File: src/rtl/typing_pkg.sv
// Shared types and constants for the typing test controller.
package typing_pkg;

  typedef enum logic [2:0] {
    ST_IDLE    = 3'd0,
    ST_CLEAR   = 3'd1,
    ST_ARMED   = 3'd2,
    ST_RUNNING = 3'd3,
    ST_FINISH  = 3'd4,
    ST_DONE    = 3'd5
  } state_e;

  localparam logic [7:0] BACKSPACE      = 8'h08;
  localparam int         PROMPT_LEN_DEF = 32;
  localparam int         DIGIT_W        = 4;

endpackage

File: src/rtl/sat_counter.sv
// Up-counter that sticks at all-ones; clr takes priority over inc.
module sat_counter #(
  parameter int W = 8
) (
  input  logic         clk,
  input  logic         rst,
  input  logic         inc,
  input  logic         clr,
  output logic [W-1:0] q
);

  logic [W-1:0] q_r;

  // count register with saturation at the top value
  always_ff @(posedge clk or negedge rst) begin
    if (!rst) begin
      q_r <= {W{1'b0}};
    end else if (clr) begin
      q_r <= {W{1'b0}};
    end else if (inc && (q_r != {W{1'b1}})) begin
      q_r <= q_r + {{(W-1){1'b0}}, 1'b1};
    end else begin
      q_r <= q_r;
    end
  end

  assign q = q_r;

endmodule

File: src/rtl/typing_test_ctrl.sv
// Typing test sequencer: drives the stopwatch, scores keystrokes against the
// prompt and freezes the elapsed time once the test ends.
module typing_test_ctrl
  import typing_pkg::*;
#(
  parameter int PROMPT_LEN = PROMPT_LEN_DEF,
  parameter int IDX_W      = 6,
  parameter int CNT_W      = 8,
  parameter int SETTLE     = 3
) (
  input  logic               clk,
  input  logic               rst,
  input  logic               btn_begin,
  input  logic               key_valid,
  input  logic [7:0]         key_code,
  input  logic [7:0]         exp_char,
  input  logic               sw_at_end,
  input  logic [3:0]         sw_deci,
  input  logic [3:0]         sw_sec,
  input  logic [3:0]         sw_deca,
  output logic               sw_rst,
  output logic               sw_start,
  output logic [IDX_W-1:0]   char_idx,
  output logic [CNT_W-1:0]   correct_cnt,
  output logic [CNT_W-1:0]   error_cnt,
  output logic [3:0]         final_deci,
  output logic [3:0]         final_sec,
  output logic [3:0]         final_deca,
  output logic               done,
  output logic               timed_out
);

  localparam int                SC_W        = $clog2(SETTLE + 1);
  localparam logic [IDX_W-1:0]  LAST_IDX    = IDX_W'(PROMPT_LEN - 1);
  localparam logic [IDX_W-1:0]  IDX_ONE     = IDX_W'(1);
  localparam logic [SC_W-1:0]   SETTLE_LAST = SC_W'(SETTLE - 1);
  localparam logic [SC_W-1:0]   SETTLE_END  = SC_W'(SETTLE);
  localparam logic [SC_W-1:0]   SC_ONE      = SC_W'(1);

  state_e              state_r, next_s;
  logic [IDX_W-1:0]    idx_r;
  logic [SC_W-1:0]     settle_r;
  logic                sw_rst_r, sw_start_r, done_r, timed_out_r;
  logic                sw_rst_s, sw_start_s, done_s, timed_out_s;
  logic [DIGIT_W-1:0]  fin_deci_r, fin_sec_r, fin_deca_r;
  logic                accept_s, is_bs_s, hit_s, miss_s;
  logic                complete_s, timeout_s, latch_s;

  // keystroke classification; an abort in the same cycle drops the key
  always_comb begin
    accept_s   = ((state_r == ST_ARMED) || (state_r == ST_RUNNING)) && key_valid && !btn_begin;
    is_bs_s    = (key_code == BACKSPACE);
    hit_s      = accept_s && !is_bs_s && (key_code == exp_char);
    miss_s     = accept_s && !is_bs_s && (key_code != exp_char);
    complete_s = (hit_s || miss_s) && (idx_r == LAST_IDX);
    timeout_s  = (state_r == ST_RUNNING) && sw_at_end;
    latch_s    = (state_r == ST_FINISH) && (settle_r == SETTLE_LAST);
  end

  // state register and registered controller outputs
  always_ff @(posedge clk or negedge rst) begin
    if (!rst) begin
      state_r     <= ST_IDLE;
      sw_rst_r    <= 1'b1;
      sw_start_r  <= 1'b0;
      done_r      <= 1'b0;
      timed_out_r <= 1'b0;
    end else begin
      state_r     <= next_s;
      sw_rst_r    <= sw_rst_s;
      sw_start_r  <= sw_start_s;
      done_r      <= done_s;
      timed_out_r <= timed_out_s;
    end
  end

  // next-state logic; completion outranks timeout
  always_comb begin
    next_s = state_r;
    case (state_r)
      ST_IDLE:    next_s = btn_begin ? ST_CLEAR : ST_IDLE;
      ST_CLEAR:   next_s = ST_ARMED;
      ST_ARMED: begin
        if (btn_begin)             next_s = ST_CLEAR;
        else if (complete_s)       next_s = ST_FINISH;
        else if (hit_s || miss_s)  next_s = ST_RUNNING;
        else                       next_s = ST_ARMED;
      end
      ST_RUNNING: begin
        if (btn_begin)                    next_s = ST_CLEAR;
        else if (complete_s || timeout_s) next_s = ST_FINISH;
        else                              next_s = ST_RUNNING;
      end
      ST_FINISH:  next_s = (settle_r == SETTLE_END) ? ST_DONE : ST_FINISH;
      ST_DONE:    next_s = btn_begin ? ST_CLEAR : ST_DONE;
      default:    next_s = ST_IDLE;
    endcase
  end

  // outputs are computed from the upcoming state so they register on the transition edge
  always_comb begin
    sw_rst_s   = (next_s == ST_IDLE) || (next_s == ST_CLEAR);
    sw_start_s = (next_s == ST_RUNNING);
    done_s     = (next_s == ST_DONE);
    if (state_r == ST_CLEAR) begin
      timed_out_s = 1'b0;
    end else if ((next_s == ST_FINISH) && (state_r != ST_FINISH)) begin
      timed_out_s = !complete_s;
    end else begin
      timed_out_s = timed_out_r;
    end
  end

  // prompt index: backspace stops at 0, advance holds at the last character
  always_ff @(posedge clk or negedge rst) begin
    if (!rst) begin
      idx_r <= {IDX_W{1'b0}};
    end else if (state_r == ST_CLEAR) begin
      idx_r <= {IDX_W{1'b0}};
    end else if (accept_s && is_bs_s && (idx_r != {IDX_W{1'b0}})) begin
      idx_r <= idx_r - IDX_ONE;
    end else if ((hit_s || miss_s) && (idx_r != LAST_IDX)) begin
      idx_r <= idx_r + IDX_ONE;
    end else begin
      idx_r <= idx_r;
    end
  end

  // settle timer and final time capture
  always_ff @(posedge clk or negedge rst) begin
    if (!rst) begin
      settle_r   <= {SC_W{1'b0}};
      fin_deci_r <= 4'd0;
      fin_sec_r  <= 4'd0;
      fin_deca_r <= 4'd0;
    end else begin
      if (state_r != ST_FINISH)          settle_r <= {SC_W{1'b0}};
      else if (settle_r != SETTLE_END)   settle_r <= settle_r + SC_ONE;
      else                               settle_r <= settle_r;
      if (state_r == ST_CLEAR) begin
        fin_deci_r <= 4'd0;
        fin_sec_r  <= 4'd0;
        fin_deca_r <= 4'd0;
      end else if (latch_s) begin
        fin_deci_r <= sw_deci;
        fin_sec_r  <= sw_sec;
        fin_deca_r <= sw_deca;
      end else begin
        fin_deci_r <= fin_deci_r;
        fin_sec_r  <= fin_sec_r;
        fin_deca_r <= fin_deca_r;
      end
    end
  end

  sat_counter #(.W(CNT_W)) u_correct (
    .clk (clk), .rst (rst), .inc (hit_s), .clr (state_r == ST_CLEAR), .q (correct_cnt)
  );

  sat_counter #(.W(CNT_W)) u_error (
    .clk (clk), .rst (rst), .inc (miss_s), .clr (state_r == ST_CLEAR), .q (error_cnt)
  );

  assign sw_rst     = sw_rst_r;
  assign sw_start   = sw_start_r;
  assign done       = done_r;
  assign timed_out  = timed_out_r;
  assign char_idx   = idx_r;
  assign final_deci = fin_deci_r;
  assign final_sec  = fin_sec_r;
  assign final_deca = fin_deca_r;

endmodule
File: config.mk
export PLATFORM = sky130hd
export DESIGN_NAME = typing_test_ctrl
export DESIGN_NICKNAME = d
export VERILOG_FILES = /design/src/rtl/typing_pkg.sv /design/src/rtl/sat_counter.sv /design/src/rtl/typing_test_ctrl.sv
export SDC_FILE = /design/constraint.sdc
export NUM_CORES = 1
export LEC_CHECK = 0
export ABC_AREA = 1
export CAP_MARGIN = 10
export CORE_MARGIN = 2
export CORE_UTILIZATION = 50
export CTS_CLUSTER_DIAMETER = 200
export CTS_CLUSTER_SIZE = 24
export DETAILED_ROUTE_END_ITERATION = 10
export PLACE_DENSITY = 0.9
export SYNTH_ARGS = -nofsm -noshare
export SYNTH_HDL_FRONTEND = slang
export SYNTH_SLANG_ARGS = --single-unit
File: constraint.sdc
create_clock -name clk -period 4.9 [get_ports clk]
set_clock_uncertainty 0.2 [all_clocks]
set_input_delay 0.98 -clock clk [delete_from_list [all_inputs] [get_ports clk]]
set_output_delay 0.98 -clock clk [all_outputs]
set_load 0.005 [all_outputs]
* Word-level counts from Yosys, hierarchy flattened
Cells that the tools add are included.
** Operators by class
- $mul :: 0
- Shift operators :: 0
- Bitwise operators :: 0
- Add/sub/neg operators :: 5
- Reduce and logical (&&, ||, !) cells :: 30
- Equal/unequal tests :: 20
- Magnitude comparators :: 0
- Multiplexer cells :: 26
- Divide/modulo/power cells :: 0
** Operator list (number)
- 8-bit two-way mux :: 4
- 4-bit two-way mux :: 6
- 6-bit two-way mux :: 3
- 3-bit one-hot mux with 6 select lines :: 1
- 8-bit by 1-bit adder with 8-bit output, second input constant :: 2
- 8-bit inequality test, second input constant :: 2
- 3-bit two-way mux :: 5
- 1-bit logical AND :: 14
- 3-bit equality test, second input constant :: 4
- 2-bit nonzero test :: 5
- 3-bit by 2-bit equality test with 1-bit output, second input constant :: 3
- 8-bit by 4-bit equality test with 1-bit output, second input constant :: 1
- 8-bit equality test :: 1
- 8-bit inequality test :: 1
- 6-bit by 1-bit adder with 6-bit output, second input constant :: 1
- 3-bit by 1-bit equality test with 1-bit output, second input constant :: 2
- 6-bit by 5-bit equality test with 1-bit output, second input constant :: 1
- 3-bit logical NOT :: 2
- 6-bit by 5-bit inequality test with 1-bit output, second input constant :: 1
- 6-bit nonzero test :: 1
- 6-bit by 1-bit subtractor with 6-bit output, second input constant :: 1
- 1-bit two-way mux :: 5
- 2-bit equality test, second input constant :: 2
- 1-bit logical OR :: 4
- other kinds (6) :: 9
** Word-level totals
- Memories :: 0
- Flip-flop bits (word level) :: 43
- Bits in latches :: 0
- ROM bits :: 0
- Bits of input ports :: 33
- Logic and storage cells :: 93
- RAM bits :: 0
- Output and inout port bits :: 38

* Longest topological paths before layout
- Depth after elaboration :: 16
- Gate-level depth with buffers :: 14
- Gate-level depth less buffers :: 14

* By module
Synthesis repeated with hierarchy kept, for this count alone.
** Second synthesis, totals
- Cells, all modules :: 363
- Area, all modules :: 2646.3 um^2
** By module, submodules not included
- typing_test_ctrl :: sequential area each 676.9 um^2, area an instance 1622.8 um^2, times used 1, cells each 215
- sat_counter :: sequential area each 200.2 um^2, area an instance 511.7 um^2, times used 2, cells each 74

* Worst setup path before layout
OpenSTA, ideal clock, no wires.
- Kind :: input -> register
- Start point :: in key_code[7]
- End point :: reg idx_r[5] (netlist: char_idx[5])
- Setup time :: 118 ps
- Data required time :: 4582 ps
- Stages :: 12
- Arrival time :: 2427 ps
- Slack :: 2156 ps
- Buffers on the path :: 0
- Cells stage by stage :: nor2_1 > nand2_1 > nor2_2 > nand3_1 > inv_1 > ha_1 > a21oi_1 > o21ai_0 > nor2_1 > nand3_1 > nand3_1 > nand2_1
** On the way
- Longest elaborated chain between the ends :: 7
- Elaborated cells between the ends (all ways) :: 14
- Classes of those cells :: eq/ne: 3; mux: 2; reduce/logical: 9
** Ends and longest elaborated chain
- from (decl) :: line typing_test_ctrl.sv:15 : input logic [7:0] key_code,
- 8-bit by 4-bit equality test with 1-bit output :: line typing_test_ctrl.sv:52 : is_bs_s = (key_code == BACKSPACE);
- 1-bit logical NOT :: line typing_test_ctrl.sv:53, typing_test_ctrl.sv:54
- 1-bit logical AND :: line typing_test_ctrl.sv:53, typing_test_ctrl.sv:54
- 1-bit logical AND (on tied branches) :: line typing_test_ctrl.sv:53, typing_test_ctrl.sv:54
- 1-bit logical OR :: line typing_test_ctrl.sv:122 : end else if ((hit_s || miss_s) && (idx_r != LAST_IDX)) begin
- 1-bit logical AND :: line typing_test_ctrl.sv:122
- 3-bit nonzero test (no line)
- to (signal assigned) :: line typing_test_ctrl.sv:121 : idx_r <= idx_r - IDX_ONE;
- to (signal assigned) :: line typing_test_ctrl.sv:123 : idx_r <= idx_r + IDX_ONE;
- to (signal assigned) :: line typing_test_ctrl.sv:125 : idx_r <= idx_r;
- to (decl) :: line typing_test_ctrl.sv:41 : logic [IDX_W-1:0] idx_r;
Parallel ways exist; a longest one is shown, timed or not.
A chain may end at the register's enable or synchronous reset.

* Worst setup path in the final report
- Start point :: in key_code[3]
- End point :: reg idx_r[5] (netlist: char_idx[5])
The elaborated chain is that of the path after synthesis.

==> flow_summary.json <==
{
  "detailed_place_hpwl_um": 4780,
  "gr-usage-met1": 0.292,
  "use_met3": 0.0370,
  "min_to": "final_sec[3]",
  "report.final.slew_viol_count": 0,
  "cts_sinks": 43,
  "p_leak_uw": 0.00175,
  "min_path_cells": 2,
  "syn_to_final_growth_pct": 34.2,
  "power_density_nw_per_um2": 326,
  "worstReg2RegEnd": "char_idx[5]",
  "avgSynthCellArea_um2": 7.30,
  "chipHeight_um": 75.9,
  "wire_per_inst_um": 12.8,
  "cts_resized": 0,
  "io_buffers": 70,
  "synthCells": 354,
  "yosysSeqAreaShare": 0.417,
  "startpoint_type": "input port",
  "ys_types": 26,
  "antenna_cells": 0,
  "fin_crit_sh": 0.646,
  "vdd_drop_max_uv": 298,
  "grt_antenna_before_repair": 0,
  "grt_max_degree": 44,
  "cp.buffers_inverters": 3,
  "clockRootBuffer": "clkbuf_8",
  "hold_viol": 0,
  "cts_made_buffers": 5,
  "fin_crit_ps": 3160,
  "fmax_ghz": 0.316,
  "worst_path_max_delay_cell": "clkdlybuf4s50_1",
  "rrSetupSlack_ps": 2480,
  "fin_cells": 496,
  "ys.flop_type": "dfrtp_1",
  "syn_nets": 396,
  "crit_type": "input port to flip-flop",
  "crit_arrival_ps": 3160,
  "drtIter0Drc": 101,
  "critPathMaxFanout": 5,
  "track_usage": 0.234,
  "tightest_slew_ps": 954,
  "grt_pass1_wl_um": 10500,
  "use_met2": 0.415,
  "io_pins": 71,
  "yosys.area_share.simple": 0.376,
  "clk_path_buf_depth": 2,
  "place_inst": 488,
  "postRouteAntennaNets": 0,
  "min_path_type": "flip-flop to flip-flop",
  "crit_top_cell": "nand3_1",
  "async_flop_share": 1.00,
  "synth_adder_area_share": 0.0465,
  "drt-pass1-iter-count": 4,
  "grt_pass1_vias": 2436,
  "status": "finished, final reports clean",
  "ctsHoldBuffers": 0,
  "rsz0062_at_grt": "false",
  "post_cts_buffers": 0,
  "fp-row-count": 26,
  "cts_max_level": 2,
  "nNetsFinal": 467,
  "die_w_um": 75.9,
  "r2r_start": "state_r[2]",
  "gp_congestion": 0.881,
  "ys_warn_count": 0,
  "busiest_layer": "met2",
  "cts_tree": "done",
  "crit_chain": "clkdlybuf4s50_1, inv_1, nor2_1, nand2_1, nor2_2, nand3_1, inv_1, ha_1, a21oi_1, o21ai_0, nor2_1, nand3_1, nand3_1, nand2_1",
  "vias": 2585,
  "wl_um": 6350,
  "viasPerCell": 5.21,
  "drc": 0,
  "relSlewSlack": 0.364,
  "max_cap_violations": 0,
  "drive_gt1_frac": 0.0563,
  "syn-cell-area_um2": 2580,
  "insertion_delay_ps": 290,
  "crit_path_end_kind": "flip-flop",
  "muxShareOfSynthArea": 0,
  "coreArea_um2": 5040,
  "ys_seq_elements": 43,
  "hold_start": "final_sec[3]",
  "crit_path_max_incr_delay_ps": 490,
  "initial_utilization": 0.512,
  "setup_viol": 0,
  "synth-xor-area-share": 0.0610,
  "synth-compound-area-share": 0.0368,
  "cp_data_required_time_ps": 4890,
  "clkTransAtPathRegs_ps": 80,
  "synth_edf_count": 0,
  "path_delay_family": "simple AND/OR/NAND/NOR gates",
  "synth_top_family_by_area": "simple AND/OR/NAND/NOR gates",
  "tns_ps": 0,
  "dieArea_um2": 5760,
  "grt_overflow": 0,
  "reg2reg_depth": 12
}
[sequential cells by signal (all words and copies together) (netlist names)]
name         cells
timed_out        1
u_error.q        8
sw_rst           1
sw_start         1
final_deca       4
done             1
final_deci       4
final_sec        4
char_idx         6
u_correct.q      8
state_r          3
settle_r         2
[worst max path at each step]
| stage | startpoint | to | slack (ps) | cells after the start |
|---|---|---|---|---|
| floorplan | key_code[7] | char_idx[5] | 2160 | 12 |
| global placement | key_code[3] | char_idx[5] | 1550 | 14 |
| detailed placement | key_code[3] | char_idx[5] | 1440 | 14 |
| CTS | key_code[3] | char_idx[5] | 1750 | 14 |
| global route | key_code[3] | char_idx[5] | 1470 | 14 |
| finish | key_code[3] | char_idx[5] | 1740 | 14 |
[cells by family (layout without fill, tap and decap cells)]
kind of cell    after synthesis  after routing
simple gates                222            222
flops                        43             43
buf+inv                      43            115
compound gates               19             19
xor+xnor                     18             18
fa+ha+maj                     9              9
[worst register-to-register path, cell delays in order, from the launching register on]
cell and delay (ps):
dfrtp_1 420, inv_2 100, nand3_1 70, nor2_1 230
nand3_1 160, inv_1 180, ha_1 310, a21oi_1 190
o21ai_0 90, nor2_1 130, nand3_1 100, nand3_1 100
nand2_1 50
[layer usage]
metal	up-vias	part of all wire
met5	-	0
met4	0	0.017
met3	15	0.045
met2	75	0.52
met1	1220	0.42
li1	1275	-
[power breakdown]
group / switching (uW) / internal (uW)
logic: 232 / 154
registers: 51.7 / 402
clock network: 123 / 165
total: 407 / 721
[stage by stage]
stage | setup WS [ps] | total power [uW] | hold slack (ps) | instance area (um^2) | utilization
2_1_floorplan | 2160 | 678 | 293 | 2580 | -
3_3_place_gp | 1550 | 830 | 281 | 3350 | 0.664
3_5_place_dp | 1440 | 844 | 286 | 3350 | 0.664
4_1_cts | 1750 | 1130 | 305 | 3460 | 0.687
5_1_grt | 1470 | 1200 | 328 | 3460 | 0.687
6_report | 1740 | 1130 | 303 | 3460 | 0.687
[cell usage in the layout, fill, tap and decap left out, drive strengths merged, types with 2 or more instances in the layout]
master           n
nand2          110
clkdlybuf4s50   69
nand3           55
dfrtp           42
nor2            40
inv             36
xnor2           12
a21oi           11
nand4            9
ha               8
o21ai            8
xor2             6
clkbuf           6
nor3             5
buf              2
[cell type report]
class / instances / area, um^2
timing repair buffer: 71 / 703
clock buffer: 6 / 82.6
inverter: 36 / 135
sequential: 43 / 1080
multi-input combinational: 268 / 1340
tap: 70 / 87.6
fill: 417 / 1580
clock inverter: 2 / 35.0
[cells in the mapped netlist (2+ instances only)]
library cell	number	area, um^2
nor3_1	4	20.0
ha_1	8	100
dfrtp_1	42	1050
inv_1	31	116
nand4_1	8	50.1
o21ai_0	4	20.0
xor2_1	6	52.6
nand3_1	54	270
o21ai_1	4	20.0
nor2_1	38	143
inv_2	5	18.8
clkbuf_1	7	26.3
nand2_2	2	12.5
xnor2_1	12	105
nand2_1	108	405
a21oi_1	11	55.1
Power figures use the tool's default switching activity.
